===== src/rtl/spi_minion_channel_adapter.sv =====
// SPI minion adapter fanning packets out to per-channel master-to-chip queues and
// round-robin merging per-channel chip-to-master queues back onto the SPI pull side.
module spi_minion_channel_adapter #(
  parameter int unsigned nbits        = 8,
  parameter int unsigned num_entries  = 2,
  parameter int unsigned num_channels = 4
) (
  input  logic                                                        clk,
  input  logic                                                        reset,
  input  logic                                                        pull_en,
  output logic                                                        pull_msg_val,
  output logic                                                        pull_msg_spc,
  output logic [nbits-3:0]                                            pull_msg_data,
  input  logic                                                        push_en,
  input  logic                                                        push_msg_val_wrt,
  input  logic                                                        push_msg_val_rd,
  input  logic [nbits-3:0]                                            push_msg_data,
  output logic [num_channels*(nbits-2-$clog2(num_channels))-1:0]      send_msg,
  output logic [num_channels-1:0]                                     send_val,
  input  logic [num_channels-1:0]                                     send_rdy,
  input  logic [num_channels*(nbits-2-$clog2(num_channels))-1:0]      recv_msg,
  input  logic [num_channels-1:0]                                     recv_val,
  output logic [num_channels-1:0]                                     recv_rdy,
  output logic [num_channels-1:0]                                     overflow
);

  localparam int unsigned abits = $clog2(num_channels);
  localparam int unsigned dbits = nbits - 2 - abits;
  localparam int unsigned cbits = $clog2(num_entries + 1);
  localparam int unsigned pbits = (num_entries > 1) ? $clog2(num_entries) : 1;
  // Queues 0..num_channels-1 are MC, num_channels..2*num_channels-1 are CM.
  localparam int unsigned nq    = 2 * num_channels;

  logic [nq-1:0]                       q_enq, q_deq, q_full, q_ne;
  logic [nq-1:0][dbits-1:0]            q_wdata, q_head;
  logic [num_channels-1:0][dbits-1:0]  cm_head;
  logic [num_channels-1:0]             cm_ne;
  logic                                cm_any;

  logic [abits-1:0]        rr_ptr_q, grant;
  logic [num_channels-1:0] overflow_q;

  logic             wr_go, rd_go, clr;
  logic [abits-1:0] wr_addr;
  logic [dbits-1:0] wr_payload;

  // Pull enable only opens the SPI load window; nothing here reacts to it.
  logic unused_pull_en;
  assign unused_pull_en = pull_en;

  assign wr_addr    = push_msg_data[nbits-3 -: abits];
  assign wr_payload = push_msg_data[dbits-1:0];
  assign wr_go      = push_en & push_msg_val_wrt;
  assign rd_go      = push_en & push_msg_val_rd & cm_any;
  assign clr        = push_en & ~push_msg_val_wrt & ~push_msg_val_rd;

  assign cm_ne   = q_ne[nq-1:num_channels];
  assign cm_head = q_head[nq-1:num_channels];
  assign cm_any  = |cm_ne;

  // Scan from the far end so the channel nearest rr_ptr wins.
  always_comb begin
    grant = '0;
    for (int k = int'(num_channels) - 1; k >= 0; k--) begin
      if (cm_ne[rr_ptr_q + abits'(k)]) grant = rr_ptr_q + abits'(k);
    end
  end

  for (genvar i = 0; i < num_channels; i++) begin : g_route
    assign q_enq[i]                = wr_go && (wr_addr == abits'(i)) && !q_full[i];
    assign q_wdata[i]              = wr_payload;
    assign q_deq[i]                = q_ne[i] && send_rdy[i];
    assign q_enq[num_channels+i]   = recv_val[i] && recv_rdy[i];
    assign q_wdata[num_channels+i] = recv_msg[i*dbits +: dbits];
    assign q_deq[num_channels+i]   = rd_go && (grant == abits'(i));
  end

  for (genvar q = 0; q < nq; q++) begin : g_queue
    logic [dbits-1:0] mem_q [num_entries];
    logic [pbits-1:0] wp_q, rp_q;
    logic [cbits-1:0] cnt_q;

    assign q_full[q] = (cnt_q == cbits'(num_entries));
    assign q_ne[q]   = (cnt_q != '0);
    assign q_head[q] = mem_q[rp_q];

    always_ff @(posedge clk) begin
      if (reset) begin
        wp_q  <= '0;
        rp_q  <= '0;
        cnt_q <= '0;
      end else begin
        if (q_enq[q]) wp_q <= (wp_q == pbits'(num_entries - 1)) ? '0 : wp_q + pbits'(1);
        if (q_deq[q]) rp_q <= (rp_q == pbits'(num_entries - 1)) ? '0 : rp_q + pbits'(1);
        cnt_q <= cnt_q + cbits'(q_enq[q]) - cbits'(q_deq[q]);
      end
    end

    always_ff @(posedge clk) begin
      if (q_enq[q]) mem_q[wp_q] <= q_wdata[q];
    end
  end

  always_ff @(posedge clk) begin
    if (reset) begin
      rr_ptr_q   <= '0;
      overflow_q <= '0;
    end else begin
      if (rd_go) rr_ptr_q <= grant + abits'(1);
      if (clr) overflow_q <= '0;
      else if (wr_go && q_full[wr_addr]) overflow_q[wr_addr] <= 1'b1;
    end
  end

  // Outputs are forced quiet while reset is held so stale state never leaks.
  assign send_val      = reset ? '0 : q_ne[num_channels-1:0];
  assign send_msg      = q_head[num_channels-1:0];
  assign recv_rdy      = reset ? '0 : ~q_full[nq-1:num_channels];
  assign pull_msg_val  = !reset && cm_any;
  assign pull_msg_spc  = !reset && !(|q_full[num_channels-1:0]);
  assign pull_msg_data = (reset || !cm_any) ? '0 : {grant, cm_head[grant]};
  assign overflow      = reset ? '0 : overflow_q;

endmodule


===== config.mk =====
export PLATFORM = sky130hd
export DESIGN_NAME = spi_minion_channel_adapter
export DESIGN_NICKNAME = d
export VERILOG_FILES = /design/src/rtl/spi_minion_channel_adapter.sv
export SDC_FILE = /design/constraint.sdc
export NUM_CORES = 1
export LEC_CHECK = 0
export BUFFER_PORTS_ARGS = -buffer_cell sky130_fd_sc_hd__buf_2
export CAP_MARGIN = 20
export CORE_MARGIN = 2
export CORE_UTILIZATION = 50
export CTS_BUF_LIST = sky130_fd_sc_hd__clkbuf_4 sky130_fd_sc_hd__clkbuf_8 sky130_fd_sc_hd__clkbuf_16
export CTS_CLUSTER_DIAMETER = 60
export DETAILED_ROUTE_END_ITERATION = 8
export HOLD_SLACK_MARGIN = 0.05
export PLACE_DENSITY = 0.74
export SYNTH_ARGS = -nofsm -noshare
export SYNTH_HDL_FRONTEND = slang
export SYNTH_SLANG_ARGS = --single-unit

===== constraint.sdc =====
create_clock -name clk -period 2.32 [get_ports clk]
set_clock_uncertainty 0.05 [all_clocks]
set_input_delay 0.116 -clock clk [delete_from_list [all_inputs] [get_ports clk]]
set_output_delay 0.116 -clock clk [all_outputs]
set_load 0.01 [all_outputs]

[After elaboration in Yosys (flattened, before gate mapping)]
Memories as Yosys holds them, arrays and structs flattened. A register that Yosys moved wholly into a read port is not among the register bits.
Index checks and enable logic that the tools add are counted.
Word-level totals
  latch bits: 0
  bits in read-only memories: 0
  register bits after elaboration: 38
  memory bits (writable): 64
  memories kept: 8
Cells by class
  divide/modulo/power cells: 0
  equality and inequality tests: 14
  multiplexer cells: 70
  bitwise operators: 9
  $add $sub $neg: 36
  reductions and logical operators: 45
  $lt $le $gt $ge: 8
  multipliers: 0
  shift-type cells: 0
Memory list
  g_queue[0].mem_q: words 2, width 4, rd ports 1, clocked after Yosys merged registers in 1, write ports 1, RTL line 79  | logic [dbits-1:0] mem_q [num_entries];
  g_queue[1].mem_q: words 2, width 4, rd ports 1, clocked after Yosys merged registers in 1, write ports 1, RTL line 79
  g_queue[2].mem_q: words 2, width 4, rd ports 1, clocked after Yosys merged registers in 1, write ports 1, RTL line 79
  g_queue[3].mem_q: words 2, width 4, rd ports 1, clocked after Yosys merged registers in 1, write ports 1, RTL line 79
  g_queue[4].mem_q: words 2, width 4, rd ports 1, clocked after Yosys merged registers in 1, write ports 1, RTL line 79
  g_queue[5].mem_q: words 2, width 4, rd ports 1, clocked after Yosys merged registers in 1, write ports 1, RTL line 79
  +2 memories
Operators by type and width (number)
  $mux W1: 54
  $eq A2 B2 Y1 const B: 12
  $logic_and A1 B1 Y1: 24
  $lt A2 B3 Y1 const B: 6
  $add A1 B1 Y1 const B: 16
  $add A2 B1 Y2: 8
  $mux W4: 4
  $reduce_bool A2 Y1: 8
  $sub A2 B1 Y2: 8
  $bmux W1 S2: 5
  $bmux W4 S2: 1
  $mux W2: 4
  $reduce_or A4 Y1: 2
  $logic_not A1 Y1: 7
  $mux W6: 1
  $and A1 B1 Y1: 5
  $add A2 B1 Y2 const B: 2
  $add A2 B2 Y2 const B: 2
  $eq A2 B1 Y1 const B: 2
  $logic_not A2 Y1: 2
  $lt A2 B4 Y1 const B: 1
  $not A4 Y4: 1
  $or A4 B4 Y4: 1
  $demux W1 S2: 1
  other kinds (4): 5

[Depth between registers and ports, before layout]
  depth in word-level cells: 11
  gate-level depth with buffers: 11
  gate-level depth less buffers: 10

[Least setup slack after synthesis]
Ideal clock, no wire load.
  path kind: register to register
  from: register g_queue[7].cnt_q[1]
  to: register g_queue[5].cnt_q[1]
  arrival: 2.098 ns
  library setup time: 0.128 ns
  setup slack: 0.044 ns
  required time: 2.142 ns
  path buffers: 1
  cell stages (with the launch flop): 12
  cell sequence: dfxtp_1 nor4_4 nand3_2 and3_4 buf_6 and3_4 ha_1 inv_1 ha_1 xor2_1 xnor2_1 nor2_1
On the way
  longest elaborated chain between the ends: 10
  elaborated cells between the ends (all ways): 18
  classes of those cells: 1 x add/sub; 1 x eq/ne; 12 x mux; 1 x bitwise; 3 x reduce/logical
Ends and longest elaborated chain
  from (decl): RTL line 81  | logic [cbits-1:0] cnt_q;
  from (signal assigned): RTL line 95  | cnt_q <= cnt_q + cbits'(q_enq[q]) - cbits'(q_deq[q]);
  $reduce_bool A2 Y1 (*): RTL line 84  | assign q_ne[q] = (cnt_q != '0);
  $bmux W1 S2: RTL line 65  | if (cm_ne[rr_ptr_q + abits'(k)]) grant = rr_ptr_q + abits'(k);
  $mux W1 (implied by the code): RTL line 65
  $mux W2 (4 in a row): RTL line 65
  $eq A2 B1 Y1: RTL line 75  | assign q_deq[num_channels+i] = rd_go && (grant == abits'(i));
  $logic_and A1 B1 Y1 (*): RTL line 75
  via q_deq[5]: RTL line 34  | logic [nq-1:0] q_enq, q_deq, q_full, q_ne;
  $sub A2 B1 Y2 (*): RTL line 95
  to (signal assigned): RTL line 95
  to (decl): RTL line 81
The timed path passes the listed nets; every way through them passes the cells marked *. The select of a mux whose other input is x is not followed.
A chain may end at the register's enable or synchronous reset.

[Worst setup path after layout]
  from: register g_queue[6].cnt_q[0]
  to: output pull_msg_data[3]
On the way
  longest elaborated chain between the ends: 10
  elaborated cells between the ends (all ways): 19
  classes of those cells: 15 x mux; 4 x reduce/logical
Ends and longest elaborated chain
  from (decl): RTL line 81
  from (signal assigned): RTL line 95
  $reduce_bool A2 Y1 (*): RTL line 84
  $bmux W1 S2: RTL line 65
  $mux W1 (implied by the code): RTL line 65
  $mux W2 (4 in a row): RTL line 65
  $bmux W4 S2: RTL line 121  | assign pull_msg_data = (reset || !cm_any) ? '0 : {grant, cm_head[grant]};
  $mux W4 (implied by the code): RTL line 121
  $mux W6 (*): RTL line 121
  to (decl): RTL line 13  | output logic [nbits-3:0] pull_msg_data,
Every way passes the cells marked *; elsewhere a longest branch is shown, timed or not. The select of a mux whose other input is x is not followed.

==> qor.yml <==
status:
  status: "finished clean"
floorplanning:
  core_um2: 9196
  rows: 35
  start_util: 0.5132
  die_area_um2: 10230
  die_h_um: 101.2
  die_w_um: 101.2
  ios: 72
power_and_ir_drop:
  p_sw_frac: 0.3412
  pwr-share-seq: 0.404
  internal-power_mw: 4.325
  powerDensity_nw_per_um2: 1111
  vdd_drop_max_v: 0.0005780
  p_sw_mw: 2.240
  pwr-share-clk: 0.182
  leakage_nw: 2.445
  p_comb_frac: 0.414
yosys:
  ys.warnings.count: 0
  ys_types: 37
  syn_inst: 380
  synth_seq_cells: 110
  syn_area_um2: 4720
  syn-mean-instance-area_um2: 12.42
  seq_area_frac_synth: 0.6023
  syn-num-nets: 432
sta:
  final_max_slew_viol_count: 0
  final-setup-viol-count: 0
  fin_crit_ps: 2252
  whs_ps: 77.27
  rsz0062_at_grt: "yes"
  fin_crit_sh: 0.9707
  max_freq_ghz: 0.4441
  relSlewSlack: 0.5603
  worst_pin_slew_ps: 654.6
  finalHoldViolCount: 0
detailed_routing:
  wl_met3_um: 281
  num_vias: 3070
  top_layer: "met4"
  drtPass1Iterations: 4
  drc_errors: 0
  wl_met1_um: 3979
  wl_met2_um: 4504
  drt_first_iter_violations: 102
  postRouteAntennaNets: 0
  wl_um: 8841
  post_drt_via_cell_ratio: 5.049
  wl_per_cell_um: 14.54
global_route:
  overflow: 0
  grt_pass1_wl_um: 13840
  track_usage: 0.1760
  antenna_found_initial: 0
  grt_max_degree: 28
  grt_pass1_vias: 3007
cells_and_area:
  nets: 544
  stdcell_area_um2: 5911
  fillerInstances: 702
  area_growth_pct: 25.24
  diodes: 0
  multiInputGateArea_um2: 1863
  drive_gt1_frac: 0.3360
  final-seq-area_um2: 2861
critical_path:
  cp_max_fo: 4
  rr_startpoint: "g_queue[6].cnt_q[0]"
  path_class: "flip-flop to output pin"
  crit_chain: "nor4_4, buf_4, a21oi_4, buf_4, mux2i_1, a221o_1, buf_2"
  critPathLaunchType: "flip-flop"
  slowest_delay_ps: 380
  cp.required_ps: 2150
  reg2reg_slack_ps: 120
  reg2reg_depth: 10
  cp-end-kind: "output pin"
  r2r-end: "g_queue[7].cnt_q[1]"
  crit_arrival_ps: 2090
  cp_slowest_cell: "dfxtp_4"
  crit_top_cell: "buf_4"
  worst-path-buf-inv: 3
  cp_top_family: "buffers and inverters"
clocking:
  cts_made_buffers: 9
  insertion_delay_ps: 360
  cts_tree: "yes"
  h-tree-depth: 3
  cts_buffer_depth: 2
  clockRootBuffer: "clkbuf_8"
  path_clk_slew_ps: 100
  cts.sinks: 110
worst_hold_path:
  holdPathEnd: "g_queue[4].wp_q"
  holdPathStages: 4
  min_from: "recv_val[0]"
  hold_path_class: "primary input to flip-flop"
place:
  place.gp.congestion: 0.7915
  place_hpwl_um: 6338
  place_area_um2: 5265
  port_buffers: 70
run:
  drv_cap: 0
==> registers in the layout, summed over array words and instances (netlist names), named ones only <==
register,cells
g_queue.mem_q,64
g_queue.cnt_q,16
g_queue.rp_q,8
g_queue.wp_q,8
overflow_q,4
rr_ptr_q,2
==> tightest hold or removal path: stages <==
cell,delay [ps]
buf_2,100
nand2_1,100
xor2_1,80
nor2_1,70
==> cell type report <==
| type | instances | area share |
|---|---|---|
| clock buffers | 9 | 0.02096 |
| clock inverters | 7 | 0.01503 |
| inverters | 22 | 0.01397 |
| multi-input cells | 236 | 0.3152 |
| flip-flops and latches | 110 | 0.4841 |
| well taps | 111 | 0.02350 |
| repair buffers | 113 | 0.1272 |
==> metal layers <==
layer  GRT usage  up-vias
met5           0        -
met4     0.05717        0
met3     0.03865        5
met2      0.2919       56
met1      0.2316     1467
li1            -     1542
==> cell usage in the layout (no fill, tap or decap), types with 2 or more instances in the layout <==
| cell | count |
|---|---|
| a211oi_1 | 3 |
| and3_1 | 5 |
| nand3_2 | 2 |
| mux2i_1 | 16 |
| o22ai_2 | 2 |
| buf_4 | 20 |
| buf_2 | 70 |
| a21oi_1 | 6 |
| o22ai_1 | 2 |
| nor4_1 | 2 |
| xnor2_1 | 17 |
| xor2_1 | 11 |
| nand2_1 | 8 |
| edfxtp_1 | 64 |
| clkbuf_8 | 9 |
| nor3_1 | 3 |
| nor2b_1 | 27 |
| and2_1 | 5 |
| nor3_2 | 2 |
| nor2_1 | 53 |
| dfxtp_1 | 39 |
| dfxtp_2 | 3 |
| dfxtp_4 | 4 |
| mux2_1 | 4 |
| a31oi_1 | 2 |
| inv_8 | 3 |
| mux2_4 | 2 |
| ha_1 | 15 |
| o21ai_1 | 2 |
| dlygate4sd3_1 | 20 |
| inv_1 | 21 |
| and3_4 | 3 |
| mux2_2 | 25 |
==> how the worst max path moves through the flow <==
stage,from,to,slack (ps),cells after the start
2_1_floorplan,g_queue[7].cnt_q[1],g_queue[5].cnt_q[1],40,11
3_3_place_gp,g_queue[6].cnt_q[1],g_queue[4].cnt_q[1],90,11
3_5_place_dp,g_queue[6].cnt_q[1],g_queue[6].cnt_q[1],-30,11
4_1_cts,g_queue[4].cnt_q[1],pull_msg_data[1],3,8
5_1_grt,g_queue[6].cnt_q[0],pull_msg_data[3],-30,8
6_report,g_queue[6].cnt_q[0],pull_msg_data[3],70,7
==> stage by stage <==
stage	total power, mW	setup TNS, ps	utilization	worst slack (ps)	instances
floorplan	4.197	0	-	44.31	380
global placement	4.817	0	0.5725	86.81	564
detailed placement	4.913	-29.03	0.5725	-29.03	564
CTS	6.172	0	0.6192	3.142	600
global route	7.010	-95.92	0.6427	-34.26	608
finish	6.565	0	0.6427	68.05	608
==> kinds of logic (layout without fill, tap and decap cells) <==
logic type,count (synthesis),after routing,synth area share
and+or+nand+nor,119,119,0.1304
DFF,110,110,0.6023
muxes,47,47,0.1079
buffers and inverters,34,151,0.02943
xor gates and xnor gates,29,29,0.05382
AOI/OAI and AO/OA,25,25,0.03367
adders and majority gates,16,16,0.04242
==> power groups by stage <==
stage	clock (mW)	sequential (mW)	combinational [mW]
6_report	1.20	2.65	2.72
4_1_cts	1.23	2.63	2.32
3_5_place_dp	0	2.66	2.26
3_3_place_gp	0	2.64	2.18
2_1_floorplan	0	2.59	1.61
5_1_grt	1.31	2.69	3.01
==> synthesized netlist by cell type <==
cell | count | area (um^2)
dfxtp_1 | 46 | 920.9
nand2_1 | 9 | 33.78
mux2i_1 | 16 | 160.2
a21oi_1 | 7 | 35.03
o21ai_0 | 3 | 15.01
nor4b_1 | 1 | 8.760
nand3_1 | 2 | 10.01
and3_4 | 3 | 33.78
nor2b_1 | 27 | 168.9
clkbuf_1 | 5 | 18.77
inv_1 | 22 | 82.58
or2_2 | 1 | 6.260
mux2_1 | 4 | 45.04
o31ai_1 | 1 | 7.510
nor3_1 | 6 | 30.03
a21oi_2 | 1 | 8.760
nand3_2 | 1 | 10.01
and3_1 | 5 | 31.28
nor2_1 | 54 | 202.7
xor2_1 | 12 | 105.1
or4_1 | 1 | 7.510
and2_1 | 5 | 31.28
xnor2_1 | 17 | 148.9
o22ai_1 | 4 | 25.02
nor4_4 | 1 | 21.27
a211oi_1 | 4 | 30.03
a31oi_1 | 3 | 18.77
ha_1 | 16 | 200.2
a21o_2 | 1 | 8.760
nor4_1 | 2 | 12.51
buf_6 | 1 | 11.26
buf_4 | 1 | 7.510
a221o_1 | 1 | 10.01
nor3b_1 | 1 | 7.510
buf_1 | 5 | 18.77
mux2_2 | 27 | 304.0
edfxtp_1 | 64 | 1922
==> timing repair <==
| item | in CTS | in global routing |
|---|---|---|
| buffers inserted | 0 | 7 |
| endpoints found under the setup margin | 5 | 8 |
| pin swaps | 1 | 13 |
| gates resized for setup | 9 | 32 |
| cloned | 0 | 1 |
| hold buffers | 20 | 0 |
| hold endpoints to repair | 64 | 0 |
Power figures use the tool's default switching activity.
